$ cat src/rtl/uart_fifo_ctrl.sv
// UART transceiver: baud generator, 16x RX, TX, TX/RX FIFOs, echo mode.
// Optional even parity frame bit enabled by defining UART_PARITY_EN.
`timescale 1ns/1ps

module uart_fifo_ctrl_fifo #(
  parameter int W     = 8,
  parameter int DEPTH = 16
) (
  input  logic         clk,
  input  logic         rst,
  input  logic         push,
  input  logic [W-1:0] wdata,
  input  logic         pop,
  output logic [W-1:0] rdata,
  output logic         full,
  output logic         empty
);
  localparam int AW = $clog2(DEPTH);

  logic [W-1:0] mem [DEPTH];
  logic [AW:0]  wptr, rptr;
  logic [AW:0]  wnext, rnext, fill;
  logic         do_push, do_pop;

  // push+pop at full or empty is accepted so occupancy stays put
  always_comb begin
    do_push = push && (!full || pop);
    do_pop  = pop && (!empty || push);
    wnext   = do_push ? wptr + (AW+1)'(1) : wptr;
    rnext   = do_pop ? rptr + (AW+1)'(1) : rptr;
    fill    = wnext - rnext;
  end

  // pointers and registered status flags
  always_ff @(posedge clk) begin
    if (rst) begin
      wptr  <= '0;
      rptr  <= '0;
      full  <= 1'b0;
      empty <= 1'b1;
    end else begin
      wptr  <= wnext;
      rptr  <= rnext;
      full  <= (fill == (AW+1)'(DEPTH));
      empty <= (wnext == rnext);
    end
  end

  // storage array, no reset needed
  always_ff @(posedge clk) begin
    if (do_push) mem[wptr[AW-1:0]] <= wdata;
  end

  assign rdata = empty ? '0 : mem[rptr[AW-1:0]];
endmodule

module uart_fifo_ctrl #(
  parameter int CLK_FREQ   = 100_000_000,
  parameter int BAUD       = 9600,
  parameter int DATA_BITS  = 8,
  parameter int FIFO_DEPTH = 16
) (
  input  logic                 clk,
  input  logic                 rst,
  input  logic                 rx,
  output logic                 tx,
  input  logic [DATA_BITS-1:0] tx_wdata,
  input  logic                 tx_push,
  output logic                 tx_full,
  output logic                 tx_busy,
  output logic [DATA_BITS-1:0] rx_rdata,
  input  logic                 rx_pop,
  output logic                 rx_empty,
  input  logic                 echo_en,
  output logic                 rx_overflow,
  output logic                 rx_frame_err,
  output logic                 rx_parity_err
);
  localparam int DIV = CLK_FREQ / (BAUD * 16);
  localparam int CW  = (DIV > 1) ? $clog2(DIV) : 1;
  localparam logic [2:0] LAST = 3'(DATA_BITS - 1);

  typedef enum logic [2:0] {
    IDLE, START, DATA, PARITY, STOP
  } st_t;

  logic [CW-1:0] bcnt;
  logic          tick;

  // free-running baud counter, tick on its last count
  always_ff @(posedge clk) begin
    if (rst) bcnt <= '0;
    else if (tick) bcnt <= '0;
    else bcnt <= bcnt + CW'(1);
  end

  assign tick = (bcnt == CW'(DIV - 1));

  logic rx_m, rx_s;

  // two-flop synchronizer for the asynchronous line
  always_ff @(posedge clk) begin
    if (rst) begin
      rx_m <= 1'b1;
      rx_s <= 1'b1;
    end else begin
      rx_m <= rx;
      rx_s <= rx_m;
    end
  end

  logic                 txf_push, txf_pop, txf_full, txf_empty;
  logic [DATA_BITS-1:0] txf_wdata, txf_rdata;
  logic                 rx_wr;
  logic [DATA_BITS-1:0] rx_byte;
  logic                 rxf_full;

  assign txf_push  = echo_en ? rx_wr : tx_push;
  assign txf_wdata = echo_en ? rx_byte : tx_wdata;

  uart_fifo_ctrl_fifo #(.W(DATA_BITS), .DEPTH(FIFO_DEPTH)) u_txf (
    .clk   (clk),
    .rst   (rst),
    .push  (txf_push),
    .wdata (txf_wdata),
    .pop   (txf_pop),
    .rdata (txf_rdata),
    .full  (txf_full),
    .empty (txf_empty)
  );

  uart_fifo_ctrl_fifo #(.W(DATA_BITS), .DEPTH(FIFO_DEPTH)) u_rxf (
    .clk   (clk),
    .rst   (rst),
    .push  (rx_wr),
    .wdata (rx_byte),
    .pop   (rx_pop),
    .rdata (rx_rdata),
    .full  (rxf_full),
    .empty (rx_empty)
  );

  assign tx_full = txf_full;

  st_t                  tx_st;
  logic [3:0]           tcnt;
  logic [2:0]           tbit;
  logic [DATA_BITS-1:0] tsh;
`ifdef UART_PARITY_EN
  logic                 tpar;
`endif

  assign txf_pop = tick && (tx_st == IDLE) && !txf_empty;

  // transmitter: frames start only on tick boundaries
  always_ff @(posedge clk) begin
    if (rst) begin
      tx_st   <= IDLE;
      tx      <= 1'b1;
      tx_busy <= 1'b0;
      tcnt    <= '0;
      tbit    <= '0;
      tsh     <= '0;
`ifdef UART_PARITY_EN
      tpar    <= 1'b0;
`endif
    end else if (tick) begin
      unique case (tx_st)
        IDLE: begin
          if (!txf_empty) begin
            tsh     <= txf_rdata;
`ifdef UART_PARITY_EN
            tpar    <= ^txf_rdata;
`endif
            tx_st   <= START;
            tx      <= 1'b0;
            tx_busy <= 1'b1;
            tcnt    <= '0;
          end
        end
        START: begin
          tcnt <= tcnt + 4'd1;
          if (tcnt == 4'd15) begin
            tx_st <= DATA;
            tx    <= tsh[0];
            tsh   <= tsh >> 1;
            tbit  <= '0;
          end
        end
        DATA: begin
          tcnt <= tcnt + 4'd1;
          if (tcnt == 4'd15) begin
            if (tbit == LAST) begin
`ifdef UART_PARITY_EN
              tx_st <= PARITY;
              tx    <= tpar;
`else
              tx_st <= STOP;
              tx    <= 1'b1;
`endif
            end else begin
              tx   <= tsh[0];
              tsh  <= tsh >> 1;
              tbit <= tbit + 3'd1;
            end
          end
        end
`ifdef UART_PARITY_EN
        PARITY: begin
          tcnt <= tcnt + 4'd1;
          if (tcnt == 4'd15) begin
            tx_st <= STOP;
            tx    <= 1'b1;
          end
        end
`endif
        STOP: begin
          tcnt <= tcnt + 4'd1;
          if (tcnt == 4'd15) begin
            tx_st   <= IDLE;
            tx_busy <= 1'b0;
          end
        end
        default: tx_st <= IDLE;
      endcase
    end
  end

  st_t                  rx_st;
  logic [3:0]           rcnt;
  logic [2:0]           rbit;
  logic [DATA_BITS-1:0] rsh;
`ifdef UART_PARITY_EN
  logic                 par_bad;
  logic                 parity_err;
`endif

  // receiver: mid-bit sampling, frame checks, FIFO write strobe
  always_ff @(posedge clk) begin
    if (rst) begin
      rx_st        <= IDLE;
      rcnt         <= '0;
      rbit         <= '0;
      rsh          <= '0;
      rx_wr        <= 1'b0;
      rx_byte      <= '0;
      rx_frame_err <= 1'b0;
`ifdef UART_PARITY_EN
      par_bad      <= 1'b0;
      parity_err   <= 1'b0;
`endif
    end else begin
      rx_wr        <= 1'b0;
      rx_frame_err <= 1'b0;
`ifdef UART_PARITY_EN
      parity_err   <= 1'b0;
`endif
      unique case (rx_st)
        IDLE: begin
          if (!rx_s) begin
            rx_st <= START;
            rcnt  <= '0;
          end
        end
        START: begin
          if (tick) begin
            if (rcnt == 4'd7) begin
              rcnt <= '0;
              rbit <= '0;
`ifdef UART_PARITY_EN
              par_bad <= 1'b0;
`endif
              rx_st <= rx_s ? IDLE : DATA;
            end else begin
              rcnt <= rcnt + 4'd1;
            end
          end
        end
        DATA: begin
          if (tick) begin
            rcnt <= rcnt + 4'd1;
            if (rcnt == 4'd15) begin
              rsh  <= {rx_s, rsh[DATA_BITS-1:1]};
              rbit <= rbit + 3'd1;
              if (rbit == LAST) begin
`ifdef UART_PARITY_EN
                rx_st <= PARITY;
`else
                rx_st <= STOP;
`endif
              end
            end
          end
        end
`ifdef UART_PARITY_EN
        PARITY: begin
          if (tick) begin
            rcnt <= rcnt + 4'd1;
            if (rcnt == 4'd15) begin
              par_bad <= rx_s ^ (^rsh);
              rx_st   <= STOP;
            end
          end
        end
`endif
        STOP: begin
          if (tick) begin
            rcnt <= rcnt + 4'd1;
            if (rcnt == 4'd15) begin
              rx_st <= IDLE;
              if (!rx_s) begin
                rx_frame_err <= 1'b1;
`ifdef UART_PARITY_EN
              end else if (par_bad) begin
                parity_err <= 1'b1;
`endif
              end else begin
                rx_wr   <= 1'b1;
                rx_byte <= rsh;
              end
            end
          end
        end
        default: rx_st <= IDLE;
      endcase
    end
  end

`ifdef UART_PARITY_EN
  assign rx_parity_err = parity_err;
`else
  assign rx_parity_err = 1'b0;
`endif

  // lost-byte pulse when the RX FIFO cannot take the write
  always_ff @(posedge clk) begin
    if (rst) rx_overflow <= 1'b0;
    else rx_overflow <= rx_wr && rxf_full && !rx_pop;
  end
endmodule

$ cat config.mk
export PLATFORM = sky130hd
export DESIGN_NAME = uart_fifo_ctrl
export DESIGN_NICKNAME = d
export VERILOG_FILES = /design/src/rtl/uart_fifo_ctrl.sv
export SDC_FILE = /design/constraint.sdc
export NUM_CORES = 1
export LEC_CHECK = 0
export BUFFER_PORTS_ARGS = -buffer_cell sky130_fd_sc_hd__buf_2
export CORE_MARGIN = 1
export CORE_UTILIZATION = 57
export CTS_CLUSTER_DIAMETER = 30
export DETAILED_ROUTE_END_ITERATION = 12
export PLACE_DENSITY = 0.83
export SYNTH_ARGS = -nofsm -noshare
export SYNTH_HDL_FRONTEND = slang
export SYNTH_HIERARCHICAL = 1
export SYNTH_SLANG_ARGS = --single-unit
$ cat constraint.sdc
create_clock -name clk -period 9 [get_ports clk]
set_clock_uncertainty 0.05 [all_clocks]
set_input_delay 1.35 -clock clk [delete_from_list [all_inputs] [get_ports clk]]
set_output_delay 1.35 -clock clk [all_outputs]
set_load 0.01 [all_outputs]
=== Word level (Yosys, flattened, before mapping) ===
Memory sizes are Yosys's and may differ from the RTL's. A register that Yosys moved wholly into a read port is not among the register bits.
Cells that the tools add are included.

* Logic and storage cells: 171
* Latch bits: 0
* Output and inout port bits: 15
* Bits in registers: 85
* Memories: 2
* Bits in read-only memories: 0
* Memory bits (writable): 256

* Equal/unequal tests: 31
* Div/mod/pow operators: 0
* Magnitude comparators: 0
* Mux-type cells: 59
* $mul: 0
* Reductions and logical operators: 40
* Add/sub/neg operators: 11
* Bitwise logic cells: 3
* Shift-type cells: 0

{| class="wikitable"
|+ Memory list
! name !! depth !! width !! read ports !! clocked after memory_dff !! write ports !! RTL line !! RTL
|-
| u_rxf.mem || 16 || 8 || 1 || 1 || 1 || 20 || <nowiki>logic [W-1:0] mem [DEPTH];</nowiki>
|-
| u_txf.mem || 16 || 8 || 1 || 1 || 1 || 20 ||
|}

{| class="wikitable"
|+ Operator list
! operator !! number
|-
| $mux 3 || 19
|-
| $mux 8 || 6
|-
| $mux 4 || 7
|-
| $ne 2x2->1 const B || 14
|-
| $pmux 3 s4 || 2
|-
| $pmux 8 s3 || 1
|-
| $add 5x1->5 const B || 4
|-
| $mux 5 || 4
|-
| $reduce_and 5->1 || 3
|-
| $mux 1 || 13
|-
| $eq 3x3->1 const B || 4
|-
| $pmux 3 s2 || 2
|-
| $pmux 4 s3 || 1
|-
| $reduce_and 4->1 || 3
|-
| $reduce_and 6->1 || 2
|-
| $add 10x1->10 const B || 1
|-
| $eq 10x10->1 const B || 1
|-
| $eq 5x5->1 || 2
|-
| $eq 5x5->1 const B || 2
|-
| $sub 5x5->5 || 2
|-
| $add 4x1->4 const B || 2
|-
| $eq 4x4->1 const B || 2
|-
| $logic_and 1x1->1 || 8
|-
| $pmux 4 s2 || 1
|-
| 19 further kinds || 38
|}

=== Logic depth before layout (Yosys ltp) ===
* Word-level depth: 8
* Depth in mapped cells: 15
* Mapped depth without buffers: 15

=== Hierarchy ===
The synthesis kept the hierarchy.

{| class="wikitable"
|+ Modules (own cells, without submodules)
! module !! instances !! sequential area each (µm²) !! cells each !! area an instance (µm²)
|-
| uart_fifo_ctrl_fifo at u_txf || 1 || 4083.9 || 302 || 5671.7
|-
| uart_fifo_ctrl_fifo at u_rxf || 1 || 4083.9 || 302 || 5662.9
|-
| uart_fifo_ctrl || 1 || 1221.2 || 375 || 3190.6
|}

=== Worst setup path after synthesis ===
No wires, ideal clock.

* Path kind: input -> register
* From: in echo_en
* To: reg u_txf.full
* Stages on the path: 11
* Setup time: 0.103 ns
* Arrival time: 4.085 ns
* Path slack: 4.761 ns
* Path through: clkbuf_1 -> mux2_2 -> and3_1 -> and3_1 -> xor2_1 -> ha_1 -> xnor2_1 -> and4_1 -> or4_1 -> a211o_1 -> a2111oi_2

* Elaborated cells between the ends (all ways): 8
* Classes of those cells: 1 x add/sub; 1 x eq/ne; 3 x mux; 3 x reduce/logical

{| class="wikitable"
|+ RTL lines
! item !! RTL line !! RTL
|-
| start: declaration || 74 || <nowiki>input logic echo_en,</nowiki>
|-
| $mux 1 || 118 || <nowiki>assign txf_push = echo_en ? rx_wr : tx_push;</nowiki>
|-
| via txf_push || 112 || <nowiki>logic txf_push, txf_pop, txf_full, txf_empty;</nowiki>
|-
| $logic_and 1x1->1 || 27 || <nowiki>do_push = push && (!full || pop);</nowiki>
|-
| $mux 5 || 29 || <nowiki>wnext = do_push ? wptr + (AW+1)'(1) : wptr;</nowiki>
|-
| via u_txf.wnext[3] || 22 || <nowiki>logic [AW:0] wnext, rnext, fill;</nowiki>
|-
| $sub 5x5->5 || 31 || <nowiki>fill = wnext - rnext;</nowiki>
|-
| $eq 5x5->1 || 44 || <nowiki>full <= (fill == (AW+1)'(DEPTH));</nowiki>
|-
| end signal: assignment || 44 ||
|-
| end: declaration || 15 || <nowiki>output logic full,</nowiki>
|}

The timed path passes the listed nets, and every way through them passes these cells.
A chain may end at the register's enable or synchronous reset.

=== Worst setup path in the final report ===
* From: reg bcnt[5]
* To: reg u_txf.full

* Cells in the longest elaborated chain, start to end: 8
* Elaborated cells between the ends (all ways): 10
* Classes of those cells: 1 x add/sub; 2 x eq/ne; 2 x mux; 5 x reduce/logical

{| class="wikitable"
|+ RTL lines
! item !! RTL line !! RTL
|-
| start: declaration || 87 || <nowiki>logic [CW-1:0] bcnt;</nowiki>
|-
| start signal: assignment || 94 || <nowiki>else bcnt <= bcnt + CW'(1);</nowiki>
|-
| $eq 10x10->1 || 97 || <nowiki>assign tick = (bcnt == CW'(DIV - 1));</nowiki>
|-
| $logic_and 1x1->1 (2 in a row) || 153 || <nowiki>assign txf_pop = tick && (tx_st == IDLE) && !txf_empty;</nowiki>
|-
| via txf_pop || 112 ||
|-
| $logic_or 1x1->1 || 27 ||
|-
| $logic_and 1x1->1 || 27 ||
|-
| $mux 5 || 29 ||
|-
| via u_txf.wnext[3] || 22 ||
|-
| $sub 5x5->5 || 31 ||
|-
| $eq 5x5->1 || 44 ||
|}

The timed path passes the listed nets, and every way through them passes these cells.

==> impl_metrics.json <==
{
  "status": "finished clean",
  "initial_core_util_pct": 57.8,
  "cts_tree": "done",
  "min_path_cells": 1,
  "fillCellCount": 1630,
  "io_buffers": 27,
  "finalSetupViolCount": 0,
  "hp-start": "rx_m",
  "critical_path.cell_chain": "nor4b_2 > nand3_1 > buf_4 > nor3b_1 > nand2b_1 > and3_1 > and3_1 > xor2_1 > ha_1 > xnor2_1 > a31oi_1 > or4_1 > a211o_1 > a2111oi_2",
  "period_share_pct": 46.8,
  "min_to": "rx_s",
  "ys_warn_count": 6,
  "ys_async_sr_fraction_pct": 0,
  "drv_slew": 0,
  "cts-buffers-inserted": 56,
  "cts_resized": 0,
  "synthAdderAreaFrac_pct": 2.24,
  "htreeDepth": 2,
  "syn_area_per_cell_sq_um": 14.8,
  "syn_area_sq_mm": 0.0145,
  "grt_pass1_vias": 9134,
  "finalCriticalPeriod_ns": 4.22,
  "gp_congestion": 0.781,
  "hpwl_mm": 18.5,
  "slew_headroom_pct": 38.3,
  "max_freq_ghz": 0.237,
  "synth_compound_area_share_pct": 7.85,
  "ir_drop_mv": 0.260,
  "register_area_sq_mm": 0.00939,
  "routed_wl_mm": 31.4,
  "power_mw": 3.88,
  "vias": 8697,
  "viasPerCell": 6.25,
  "clk_pin_slew_worst_paths_ns": 0.05,
  "die_x_um": 162,
  "placed_cells": 1287,
  "grt_pass1_wl_mm": 49.9,
  "timing.rr.end": "u_txf/full",
  "globalRoute.totalOverflow": 0,
  "cp-start-kind": "register",
  "antenna_found_initial": 0,
  "core_sq_mm": 0.0251,
  "track_usage_pct": 25.1,
  "maxCapViolations": 0,
  "power_density_mw_per_mm2": 231,
  "ios": 29,
  "synth_top_family_by_area": "multiplexers",
  "hold_class": "reg -> reg",
  "synth_fp_nets": 1019,
  "finalSetupTns_ns": 0,
  "post_cts_buffers": 0,
  "insertion_delay_ns": 0.57,
  "worstMarginPinSlew_ns": 0.922,
  "cts_buffer_depth": 3,
  "reg2reg_depth": 14,
  "drt_iter0_markers": 880,
  "ys_ff_latch": 341,
  "cp-end-kind": "register",
  "num_antenna_cells": 0,
  "ant_nets": 0,
  "p_leak_nw": 5.66,
  "rsz0062_at_grt": "no",
  "syn_inst": 979,
  "wl_per_cell_um": 22.5,
  "path_class": "reg -> reg",
  "synthSimpleGateAreaFrac_pct": 9.80,
  "ys_types": 73,
  "dieArea_sq_mm": 0.0261,
  "area_delta_synth_final_pct": 15.7,
  "grt_max_degree": 77,
  "drt_pre_antenna_iters": 6,
  "ys.flop_type": "edfxtp_1",
  "hold_viol": 0,
  "synth_xor_area_share_pct": 1.63,
  "die_y_um": 162,
  "num_rows": 58,
  "cts.sinks": 341,
  "multi_input_comb_area_sq_mm": 0.00482,
  "required_ns": 9.38,
  "ff2ff_setup_slack_ns": 4.78,
  "hold_buffers": 0,
  "hold_ws_ns": 0.359,
  "final-instance-count-excl-fill": 1392,
  "worstPathMaxFanout": 32,
  "drive_above_1_share_pct": 20.8,
  "cp_slowest_cell": "nor3b_1",
  "synthMuxAreaShare_pct": 11.7,
  "worstPathArrival_ns": 4.60,
  "synth_edf_count": 256,
  "slowest_delay_ns": 0.50,
  "r2r_start": "bcnt[5]",
  "yosysSeqAreaShare_pct": 64.6,
  "path_common_cell": "and3_1",
  "clockRootBuffer": "clkbuf_16",
  "route.detailed.drc": 0,
  "nets": 1055
}
## per-stage QoR
| step | instance area, sq um | worst slack (ns) | utilization, % |
|---|---|---|---|
| 2_1_floorplan | 14500 | 4.76 | - |
| 3_3_place_gp | 14900 | 4.70 | 59.3 |
| 3_5_place_dp | 14900 | 4.62 | 59.3 |
| 4_1_cts | 16800 | 4.83 | 66.9 |
| 5_1_grt | 16800 | 4.54 | 66.9 |
| 6_report | 16800 | 4.78 | 66.9 |
## layer usage
metal / wire length (um) / track usage (%)
met1: 11800 / 31.2
met5: 0 / 0
met2: 16500 / 43.9
met4: 885 / 9.31
met3: 2120 / 4.44
## report_power, final
part	internal (mW)	switching [mW]
Combinational	0.0190	0.0407
Sequential	1.69	0.00794
Clock	1.36	0.767
Total	3.07	0.815
## synth_stat cells, types with 6 or more instances
master / instances / area, sq um
dfxtp_1: 85 / 1700
nand4_1: 6 / 37.5
o31ai_1: 7 / 52.6
edfxtp_1: 256 / 7690
o211ai_1: 6 / 45.0
ha_1: 26 / 325
buf_2: 14 / 70.1
nand3_1: 50 / 250
nor3_1: 6 / 30.0
buf_1: 11 / 41.3
clkbuf_1: 27 / 101
and3_1: 18 / 113
nor2_1: 43 / 161
mux2_1: 6 / 67.6
and2_1: 37 / 231
a22oi_1: 32 / 240
mux4_2: 64 / 1440
mux2_2: 13 / 146
inv_1: 20 / 75.1
nor3b_1: 7 / 52.6
nand2_1: 26 / 97.6
nor2b_1: 18 / 113
a21oi_1: 49 / 245
o21ai_0: 32 / 160
xnor2_1: 22 / 193
## layout by cell type (no fill, tap or decap), types with 20 or more instances in the layout
master,netlist,final
a21oi_1,49,49
o21ai_0,32,32
nand2_1,26,26
edfxtp_1,256,256
ha_1,26,26
xnor2_1,22,22
mux4_2,64,64
inv_1,20,20
buf_2,14,27
clkbuf_16,0,56
and2_1,37,37
a22oi_1,32,32
dfxtp_1,85,83
nor2_1,43,43
nand3_1,50,50
## worst max-delay path, delay by kind of cell, from the launching register on
kind                     cells  cell delay [ns]
adder cells (fa/ha/maj)      1             0.19
flip-flops                   1             0.34
buffers and inverters        1             0.24
AND/OR/NAND/NOR              7             2.25
XOR/XNOR                     2             0.33
AO/OA/AOI/OAI                3             0.69
## flip-flops by register name, indices dropped and copies added, names as in the netlist, 3 cells and up
signal,count
u_rxf/mem,128
u_txf/mem,128
bcnt,10
rsh,8
rx_byte,8
tsh,8
u_rxf/rptr,5
u_rxf/wptr,5
u_txf/rptr,5
u_txf/wptr,5
rcnt,4
tcnt,4
rbit,3
rx_st,3
tbit,3
tx_st,3
## area by class of cell
type	count	area share [%]
clock buffers	61	8.45
clock inverters	44	3.01
inverters	20	0.447
repair buffers	33	1.07
multi-input cells	563	28.7
flip-flops and latches	341	55.9
well taps	330	2.46
## worst max-delay path by stage
| stage | start | end | slack (ns) | cells after the start |
|---|---|---|---|---|
| 2_1_floorplan | echo_en | u_txf/full | 4.76 | 11 |
| 3_3_place_gp | echo_en | u_txf/full | 4.70 | 12 |
| 3_5_place_dp | echo_en | u_txf/full | 4.62 | 12 |
| 4_1_cts | bcnt[5] | u_txf/full | 4.83 | 14 |
| 5_1_grt | bcnt[7] | u_txf/full | 4.54 | 14 |
| 6_report | bcnt[5] | u_txf/full | 4.78 | 14 |
## logic make-up (layout without fill, tap and decap cells)
logic type                 after synthesis  in the layout
adders and majority gates               26             26
AOI/OAI and AO/OA                      171            171
and+or+nand+nor                        251            251
xor gates and xnor gates                27             27
DFF                                    341            341
buffers and inverters                   75            158
muxes                                   87             87
other                                    1              1
Note: power is estimated with default switching activity, not from simulation.
